$ cat config.mk
export PLATFORM = sky130hd
export DESIGN_NAME = dark_mixer
export DESIGN_NICKNAME = d
export VERILOG_FILES = /design/src/rtl/dd_pkg.sv /design/src/rtl/dd_delay.sv /design/src/rtl/dark_mixer.sv
export SDC_FILE = /design/constraint.sdc
export NUM_CORES = 1
export LEC_CHECK = 0
export BUFFER_PORTS_ARGS = -buffer_cell sky130_fd_sc_hd__clkbuf_2
export CAP_MARGIN = 20
export CORE_ASPECT_RATIO = 0.6
export CORE_UTILIZATION = 58
export DETAILED_ROUTE_END_ITERATION = 7
export PLACE_DENSITY_LB_ADDON = 0.08
export SYNTH_ARGS = -nofsm -noshare
export SYNTH_HDL_FRONTEND = slang
export SYNTH_SLANG_ARGS = --single-unit
export TNS_END_PERCENT = 1
$ cat constraint.sdc
create_clock -name clk_i -period 6 [get_ports clk_i]
set_clock_uncertainty 0.05 [all_clocks]
set_input_delay 0.9 -clock clk_i [delete_from_list [all_inputs] [get_ports clk_i]]
set_output_delay 0.9 -clock clk_i [all_outputs]
set_load 0.01 [all_outputs]
$ cat src/rtl/dd_pkg.sv
// Shared definitions for the dark-block mixer.
// Mode encodings and the RGB channel width.
package dd_pkg;

    localparam int CH_W = 8;

    localparam logic [1:0] MODE_BYPASS = 2'd0;
    localparam logic [1:0] MODE_DARK   = 2'd1;
    localparam logic [1:0] MODE_ALL    = 2'd2;
    localparam logic [1:0] MODE_MASK   = 2'd3;

endpackage

$ cat src/rtl/dd_delay.sv
// N-deep shift register with async active-low reset.
// N = 0 collapses to a plain wire.
module dd_delay #(
    parameter int W = 1,
    parameter int N = 1
) (
    input  logic         clk_i,
    input  logic         rst_ni,
    input  logic [W-1:0] d_i,
    output logic [W-1:0] q_o
);

    generate
        if (N == 0) begin : g_wire
            logic unused_clk;
            assign unused_clk = clk_i ^ rst_ni;
            assign q_o = d_i;
        end else begin : g_sr
            logic [W-1:0] sr_q [N];

            // Shift the input down the line each pixel clock.
            always_ff @(posedge clk_i or negedge rst_ni) begin
                if (!rst_ni) begin
                    for (int i = 0; i < N; i++) sr_q[i] <= '0;
                end else begin
                    sr_q[0] <= d_i;
                    for (int i = 1; i < N; i++) sr_q[i] <= sr_q[i-1];
                end
            end

            assign q_o = sr_q[N-1];
        end
    endgenerate

endmodule

$ cat src/rtl/dark_mixer.sv
// Final RGB mixer: inverts pixels of dark blocks with a per-frame fade.
// Timing and data leave LAT+2 cycles after they enter.
module dark_mixer
    import dd_pkg::*;
#(
    parameter int LAT  = 1,
    parameter int FADE = 4,
    parameter int STEP = 1
) (
    input  logic                clk_i,
    input  logic                rst_ni,
    input  logic                vs_i,
    input  logic                hs_i,
    input  logic                de_i,
    input  logic [3*CH_W-1:0]   data_i,
    input  logic                rx_i,
    input  logic [1:0]          mode_i,
    output logic                vs_o,
    output logic                hs_o,
    output logic                de_o,
    output logic [3*CH_W-1:0]   data_o,
    output logic [FADE:0]       alpha_o
);

    localparam int AW = FADE + 1;
    localparam int MW = CH_W + FADE + 1;
    localparam int BW = 3 + 3 * CH_W;
    localparam logic [AW:0] AMAX   = (AW+1)'(2 ** FADE);
    localparam logic [AW:0] STEP_X = (AW+1)'(STEP);

    // Blend one channel: (v*a + o*(2**FADE-a)) >> FADE, truncated.
    function automatic logic [CH_W-1:0] mix_ch(
        input logic [CH_W-1:0] o,
        input logic [CH_W-1:0] v,
        input logic [AW-1:0]   a
    );
        logic [MW-1:0] acc;
        acc = MW'(v) * MW'(a) + MW'(o) * (MW'(AMAX) - MW'(a));
        return acc[FADE +: CH_W];
    endfunction

    // Stage A: align pixel and timing with the late rx_i flag.
    logic [BW-1:0] a_bus;
    logic          a_vs, a_hs, a_de;
    logic [3*CH_W-1:0] a_data;

    dd_delay #(.W(BW), .N(LAT)) u_stage_a (
        .clk_i  (clk_i),
        .rst_ni (rst_ni),
        .d_i    ({vs_i, hs_i, de_i, data_i}),
        .q_o    (a_bus)
    );

    assign {a_vs, a_hs, a_de, a_data} = a_bus;

    // Frame control state.
    logic          vs_r_q;
    logic [1:0]    mode_q, mode_d;
    logic [AW-1:0] alpha_q, alpha_d;
    logic [AW:0]   sum;

    // Latch mode and step alpha on each vs rising edge.
    always_comb begin
        mode_d  = mode_q;
        alpha_d = alpha_q;
        sum     = {1'b0, alpha_q} + STEP_X;
        if (vs_i && !vs_r_q) begin
            mode_d = mode_i;
            if (mode_i != MODE_BYPASS) begin
                alpha_d = (sum > AMAX) ? AMAX[AW-1:0] : sum[AW-1:0];
            end else begin
                alpha_d = ({1'b0, alpha_q} < STEP_X) ? '0
                        : alpha_q - STEP_X[AW-1:0];
            end
        end
    end

    // Frame control registers.
    always_ff @(posedge clk_i or negedge rst_ni) begin
        if (!rst_ni) begin
            vs_r_q  <= 1'b0;
            mode_q  <= MODE_BYPASS;
            alpha_q <= '0;
        end else begin
            vs_r_q  <= vs_i;
            mode_q  <= mode_d;
            alpha_q <= alpha_d;
        end
    end

    // Stage B: per-pixel select decision.
    logic              sel_d;
    logic              sel_b_q, mask_b_q;
    logic [2:0]        tim_b_q;
    logic [3*CH_W-1:0] orig_b_q, inv_b_q;
    logic [AW-1:0]     alpha_b_q;

    assign sel_d = (mode_q == MODE_ALL)
                 | (((mode_q == MODE_DARK) | (mode_q == MODE_MASK)) & rx_i);

    // Stage B registers: pixel, its inverse, select and timing.
    always_ff @(posedge clk_i or negedge rst_ni) begin
        if (!rst_ni) begin
            sel_b_q   <= 1'b0;
            mask_b_q  <= 1'b0;
            tim_b_q   <= '0;
            orig_b_q  <= '0;
            inv_b_q   <= '0;
            alpha_b_q <= '0;
        end else begin
            sel_b_q   <= sel_d;
            mask_b_q  <= (mode_q == MODE_MASK);
            tim_b_q   <= {a_vs, a_hs, a_de};
            orig_b_q  <= a_data;
            inv_b_q   <= ~a_data;
            alpha_b_q <= alpha_q;
        end
    end

    // Stage C: mix, mask and blank.
    logic [3*CH_W-1:0] mix_d;
    logic [3*CH_W-1:0] data_c_q;
    logic [2:0]        tim_c_q;

    // Choose between original, blended, mask and blank.
    always_comb begin
        mix_d = orig_b_q;
        if (!tim_b_q[0]) begin
            mix_d = '0;
        end else if (mask_b_q) begin
            mix_d = sel_b_q ? '1 : '0;
        end else if (sel_b_q) begin
            for (int c = 0; c < 3; c++) begin
                mix_d[c*CH_W +: CH_W] = mix_ch(orig_b_q[c*CH_W +: CH_W],
                                               inv_b_q[c*CH_W +: CH_W],
                                               alpha_b_q);
            end
        end
    end

    // Stage C output registers.
    always_ff @(posedge clk_i or negedge rst_ni) begin
        if (!rst_ni) begin
            data_c_q <= '0;
            tim_c_q  <= '0;
        end else begin
            data_c_q <= mix_d;
            tim_c_q  <= tim_b_q;
        end
    end

    assign {vs_o, hs_o, de_o} = tim_c_q;
    assign data_o  = data_c_q;
    assign alpha_o = alpha_q;

endmodule
==> results of run 1 <==
cells in the mapped netlist, drive strengths merged, types with 9 or more instances:
| master | count |
|---|---|
| fa | 194 |
| inv | 287 |
| clkbuf | 30 |
| nand2 | 142 |
| xnor2 | 34 |
| and2 | 128 |
| buf | 10 |
| nor2 | 27 |
| o21ai | 32 |
| xor2 | 9 |
| ha | 102 |
| nor2b | 27 |
| dfrtp | 119 |
| a21oi | 34 |
routing by layer:
| layer | up-vias | track usage |
|---|---|---|
| met3 | 31 | 0.06593 |
| met2 | 284 | 0.4130 |
| met1 | 4315 | 0.4847 |
| li1 | 3947 | - |
| met5 | - | 0 |
| met4 | 0 | 0.08053 |
registers in the layout, summed over array words and instances, names as in the netlist:
name           cells
vs_r_q             1
inv_b_q           24
mode_q             2
alpha_o            5
sel_b_q            1
alpha_b_q          5
u_stage_a.q_o     26
orig_b_q          24
tim_c_q            3
data_o            24
mask_b_q           1
tim_b_q            3
layout make-up:
class	count	area share
clock inverter	14	0.01256
tap	279	0.02504
inverter	287	0.07726
multi-input combinational	811	0.5910
timing repair buffer	111	0.04944
sequential	119	0.2139
clock buffer	18	0.03078
per-stage QoR:
stage               instance area (um^2)  setup slack [ps]
floorplan                          12420             64.80
CTS                                13880             36.26
global route                       13940             5.098
detailed placement                 13280             43.15
finish                             13940             287.1
global placement                   13280             222.9
repair_timing:
| item | in CTS | in global routing |
|---|---|---|
| resized for setup | 0 | 10 |
| setup endpoints to repair | 0 | 3 |
| buffers inserted | 0 | 3 |
| hold endpoints to repair | 0 | 0 |
worst max-delay path by stage:
stage / slack (ps) / cells after the start / to
final: 290 / 17 / data_o[22]$_DFF_PN0_
after global routing: 5 / 20 / data_o[23]$_DFF_PN0_
after CTS: 40 / 16 / data_o[15]$_DFF_PN0_
after detailed placement: 40 / 16 / data_o[15]$_DFF_PN0_
after global placement: 220 / 16 / data_o[15]$_DFF_PN0_
after floorplan: 60 / 21 / data_o[15]$_DFF_PN0_
cell families (layout without fill, tap and decap cells):
logic type / count (synthesis) / after routing / share of synthesized area
XOR/XNOR: 50 / 50 / 0.04421
adder cells (fa/ha/maj): 296 / 296 / 0.4153
AND/OR/NAND/NOR: 358 / 358 / 0.1461
flip-flops: 119 / 119 / 0.2397
AO/OA/AOI/OAI: 105 / 105 / 0.05298
multiplexers: 2 / 2 / 0.001813
buffers and inverters: 327 / 430 / 0.09981
==> impl_metrics.csv, run 1 <==
group,metric,value,unit
run_status,status,"complete, no violations",
worst_setup_path,cp-start-kind,"flip-flop",
final_layout,n_fill_cell,1701,
worst_setup_path,regToRegStartpoint,"alpha_b_q[2]$_DFF_PN0_",
worst_setup_path,rrSetupSlack,290,ps
cts,clock-sinks,119,
detailed_routing,highest_layer,"met4",
global_route,antenna_found_initial,0,
worst_setup_path,path_cells,"buf_4 > xnor2_2 > buf_4 > nand2_1 > fa_1 > fa_1 > inv_1 > fa_1 > fa_1 > fa_1 > ha_1 > nand4_1 > o22a_1 > a21oi_1 > o21ai_1 > mux2_2 > a21oi_1",
yosys,dominantRegCellSynth,"dfrtp_1",
final_layout,final_cell_mix,"inv_1 (287), fa_1 (194), nand2_1 (142)",
yosys,postSynthAreaPerCell,9.883,um^2
worst_setup_path,path_delay_family,"adder cells",
worst_setup_path,reg2reg_depth,17,
worst_hold_path,worstHoldPathType,"flip-flop to flip-flop",
final_layout,layout.nets,1675,
yosys,syn_area,12420,um^2
detailed_routing,vias,8577,
cts,tritoncts,"yes",
worst_setup_path,crit_arrival,6030,ps
placed_design,port-buffer-count,63,
worst_hold_path,min_to,"tim_c_q[2]$_DFF_PN0_",
cts,ctsLongestPathBuffers,2,
detailed_routing,wl_per_cell,17.94,um
worst_setup_path,timing.rr.end,"data_o[22]$_DFF_PN0_",
global_route,grt_pass1_wl,49360,um
yosys,yosysTopAreaCellShare,0.3126,
yosys,yosys_warnings,0,
worst_setup_path,worst-setup-path-type,"flip-flop to flip-flop",
floorplanning,initial_core_util,0.5921,
yosys,synth_seq_cells,119,
cts,cts_buffers,17,
worst_setup_path,cp.buffers_inverters,3,
placed_design,hpwl,22100,um
cts,cts_root_buffer,"clkbuf_16",
timing,fin_crit_sh,0.9522,
detailed_routing,drt-total-wl,29400,um
job,drv_cap,0,
global_route,track_usage,0.3039,
yosys,synthTopCellsByArea,"fa_1 (31%), dfrtp_1 (24%), ha_1 (10%), inv_1 (8.7%), and2_1 (6.4%)",
timing,fin_setup_tns,0,ps
worst_hold_path,hold_depth,0,
floorplanning,ios,64,
floorplanning,die_y,115.4,um
global_route,grt_pass1_vias,9105,
timing,fmax,175.0,MHz
final_layout,syn_to_final_growth,12.24,%
detailed_routing,drt_iter0_markers,546,
detailed_routing,wirelength_met1,15200,um
detailed_routing,drc,0,
cts,htreeDepth,4,
yosys,synth_edf_count,0,
placed_design,dp_cells,1603,
final_layout,fin_cells,1639,
worst_setup_path,slowest_delay,560,ps
yosys,yosysSeqAreaShare,0.2397,
final_layout,register_area,2983,um^2
timing,tightestPinTransition,1170,ps
final_layout,drive_gt1_frac,0.1176,
detailed_routing,ant_nets,0,
timing,final-hold-violation-count,0,
worst_setup_path,endpoint_kind,"flip-flop",
timing,fin_crit,5713,ps
final_layout,utilization,0.6646,
timing,holdWs,301.1,ps
final_layout,multiInputGateArea,8240,um^2
placed_design,gp_congestion,0.8449,
worst_hold_path,worstHoldStart,"tim_b_q[2]$_DFF_PN0_",
final_layout,layout_commonest_cell,"inv_1",
worst_setup_path,cp_slowest_cell,"fa_1",
yosys,synth_area_leader_cell,"fa_1",
yosys,synth_nets,1585,
yosys,syn_inst,1257,
cts,clk_latency,440,ps
detailed_routing,first_pass_iters,5,
timing,final_max_slew_viol_count,0,
floorplanning,rows,41,
timing,finalSetupViolations,0,
detailed_routing,vias_per_cell,5.233,
cts,clkTransAtPathRegs,60,ps
final_layout,antenna_cells,0,
global_route,grt-ovfl-total,0,
floorplanning,fp.dieArea,22030,um^2
global_route,grt_max_degree,68,
timing,slew_headroom,0.2202,
cts,ctsHoldBuffers,0,
worst_setup_path,path_max_fanout,25,
worst_setup_path,cpMostUsedCell,"fa_1",
worst_setup_path,startpoint,"alpha_b_q[2]$_DFF_PN0_",
yosys,async_flop_share,1.000,
worst_setup_path,cp.required,6320,ps
floorplanning,die_w,190.9,um
floorplanning,core_area,20980,um^2
detailed_routing,met2WireLength,11460,um
yosys,ys_types,52,
detailed_routing,wl_met3,2286,um
timing,grt_setup_unrepaired,"false",
Power of run 1 is left out: the tool's default activity adds up to more than one toggle a clock period on the data nets, which glitch-free logic cannot reach.
==> run 2, diff against run 1 <==
--- a/config.mk
+++ b/config.mk
@@ -8,7 +8,7 @@
 export BUFFER_PORTS_ARGS = -buffer_cell sky130_fd_sc_hd__clkbuf_2
 export CAP_MARGIN = 20
 export CORE_ASPECT_RATIO = 0.6
-export CORE_UTILIZATION = 58
+export CORE_UTILIZATION = 64
 export DETAILED_ROUTE_END_ITERATION = 7
 export PLACE_DENSITY_LB_ADDON = 0.08
 export SYNTH_ARGS = -nofsm -noshare
==> constraint.sdc (replaced) <==
create_clock -name clk_i -period 6.15 [get_ports clk_i]
set_clock_uncertainty 0.05 [all_clocks]
set_input_delay 0.9225 -clock clk_i [delete_from_list [all_inputs] [get_ports clk_i]]
set_output_delay 0.9225 -clock clk_i [all_outputs]
set_load 0.01 [all_outputs]
==> run 2 against run 1 <==
Effect of this change: sequential cell count stayed put; maximum frequency fell by 2.8%; count of clock-buffer cells in the layout rose by 2; critical endpoint is now data_o[15]$_DFF_PN0_; cell count decreased by 3.7%; via count is 1.5% lower; critical path depth up 2; sequential share of layout area is 0.43 points higher; core utilization grew 5.3 points; die area decreased by 9.2%; register-to-register slack hardly changed; final area is 2.1% lower; first-iteration DRC count up 3.7%; highest routed layer unchanged.
==> impl_metrics.csv, run 2 (synthesis gave the netlist of run 1 again) <==
group,metric,value,unit
run_status,status,"complete, no violations",
floorplanning,rows,39,
worst_setup_path,path_cells,"inv_1 > ha_1 > nor3b_2 > xor2_1 > buf_4 > nand2_1 > fa_1 > fa_1 > fa_1 > inv_1 > fa_1 > inv_1 > fa_1 > xnor2_1 > xnor3_1 > xnor3_1 > xnor3_1 > xnor2_1 > a21oi_1",
timing,final-hold-violation-count,0,
worst_setup_path,cp.required,6390,ps
global_route,use_met2,0.4245,
floorplanning,initial_core_util,0.6528,
cts,cts_root_buffer,"clkbuf_16",
worst_setup_path,cpMostUsedCell,"fa_1",
global_route,use_met1,0.4840,
floorplanning,fp.dieArea,19990,um^2
final_layout,multiInputGateArea,8235,um^2
final_layout,register_area,2978,um^2
final_layout,layout_commonest_cell,"inv_1",
timing,fmax,170.2,MHz
global_route,grt-ovfl-total,0,
final_layout,n_fill_cell,1437,
placed_design,gp_congestion,0.8560,
worst_setup_path,cp_slowest_cell,"fa_1",
global_route,antenna_found_initial,0,
job,drv_cap,0,
floorplanning,core_area,19030,um^2
detailed_routing,wl_per_cell,17.55,um
global_route,grt_max_degree,74,
global_route,grt_pass1_vias,8403,
final_layout,antenna_cells,0,
worst_hold_path,worstHoldPathType,"flip-flop to flip-flop",
timing,grt_setup_unrepaired,"false",
worst_setup_path,worst-setup-path-type,"flip-flop to flip-flop",
global_route,grt_pass1_wl,45450,um
final_layout,final_cell_mix,"inv_1 (286), fa_1 (194), nand2_1 (142)",
floorplanning,die_y,109.9,um
timing,fin_crit_sh,0.9553,
global_route,use_met3,0.08115,
cts,clkTransAtPathRegs,60,ps
worst_setup_path,cp-start-kind,"flip-flop",
final_layout,largest_reg_flops,26,
worst_setup_path,slowest_delay,600,ps
cts,cts_setup_buffers,0,
detailed_routing,first_pass_iters,5,
worst_setup_path,crit_arrival,6120,ps
cts,clk_latency,430,ps
final_layout,syn_to_final_growth,9.850,%
timing,finalSetupViolations,0,
floorplanning,ios,64,
cts,cts_buffers,17,
final_layout,layout.nets,1647,
worst_setup_path,endpoint_kind,"flip-flop",
cts,clock-sinks,119,
cts,tritoncts,"yes",
timing,fin_crit,5875,ps
detailed_routing,drt_iter0_markers,566,
floorplanning,die_w,181.9,um
global_route,grt-busiest-layer,"met1",
timing,slew_headroom,0.2732,
detailed_routing,drt-total-wl,27690,um
detailed_routing,vias_per_cell,5.352,
placed_design,hpwl,21300,um
global_route,track_usage,0.3075,
cts,ctsLongestPathBuffers,2,
placed_design,port-buffer-count,63,
cts,htreeDepth,4,
timing,fin_setup_tns,0,ps
timing,tightestPinTransition,1090,ps
final_layout,drive_gt1_frac,0.09760,
detailed_routing,drc,0,
detailed_routing,ant_nets,0,
worst_setup_path,path_max_fanout,15,
detailed_routing,vias,8446,
timing,final_max_slew_viol_count,0,
==> run 2: cell count changes in the layout (fill, tap and decap cells not counted), sizes merged <==
| cell | change |
|---|---|
| inv | -3 |
| buf | -28 |
| clkbuf | +2 |
| bufinv | -2 |
| clkinv | +2 |
| clkinvlp | +1 |
==> run 2: layer usage <==
metal	vias to the layer above	wire length [um]
met2	328	11150
met1	4203	13700
met4	0	274
met5	-	0
met3	24	2570
li1	3891	-
==> run 2: worst paths after layout <==
kind | startpoint | endpoint | slack, ps | cells after the start
setup / recovery | alpha_b_q[1]$_DFF_PN0_ | data_o[15]$_DFF_PN0_ | 270 | 19
hold / removal | tim_b_q[2]$_DFF_PN0_ | tim_c_q[2]$_DFF_PN0_ | 300 | 0
setup reg to reg | alpha_b_q[1]$_DFF_PN0_ | data_o[15]$_DFF_PN0_ | 270 | 19
hold reg to reg | tim_b_q[2]$_DFF_PN0_ | tim_c_q[2]$_DFF_PN0_ | 300 | 0
max in group asynchronous | rst_ni | u_stage_a.q_o[19]$_DFF_PN0_ | 4390 | 2
min in group asynchronous | rst_ni | u_stage_a.q_o[0]$_DFF_PN0_ | 390 | 1
==> run 2: timing repair <==
action | in CTS | in global routing
hold buffers | 0 | 0
setup endpoints to repair | 0 | 2
gates resized for setup | 0 | 5
==> run 2: critical path: cells and delay by family, from the launching register on <==
family	cells	cell delay, ps
AOI/OAI and AO/OA	1	90
xor gates and xnor gates	6	1750
adders and majority gates	6	2630
buffers and inverters	4	440
DFF	1	440
and+or+nand+nor	2	330
==> run 2: through the flow <==
step / cell area, um^2 / util / std cells / hold slack (ps) / setup slack, ps
detailed placement: 13070 / 0.6865 / 1546 / 285.6 / 167.5
CTS: 13630 / 0.7164 / 1578 / 299.5 / 110.7
floorplan: 12420 / - / 1257 / 281.2 / 214.8
finish: 13650 / 0.7171 / 1578 / 296.7 / 274.8
global route: 13650 / 0.7171 / 1578 / 300.0 / 0.6066
global placement: 13050 / 0.6857 / 1545 / 283.3 / 336.7
==> run 2: final cells by class <==
class                           count  area share
Multi-Input combinational cell    811      0.6035
Sequential cell                   119      0.2182
Inverter                          287     0.07894
Timing Repair Buffer               83     0.03512
Clock buffer                       20     0.03420
Tap cell                          246     0.02255
Clock inverter                     12    0.007518
Power of run 2 is left out for the same reason.
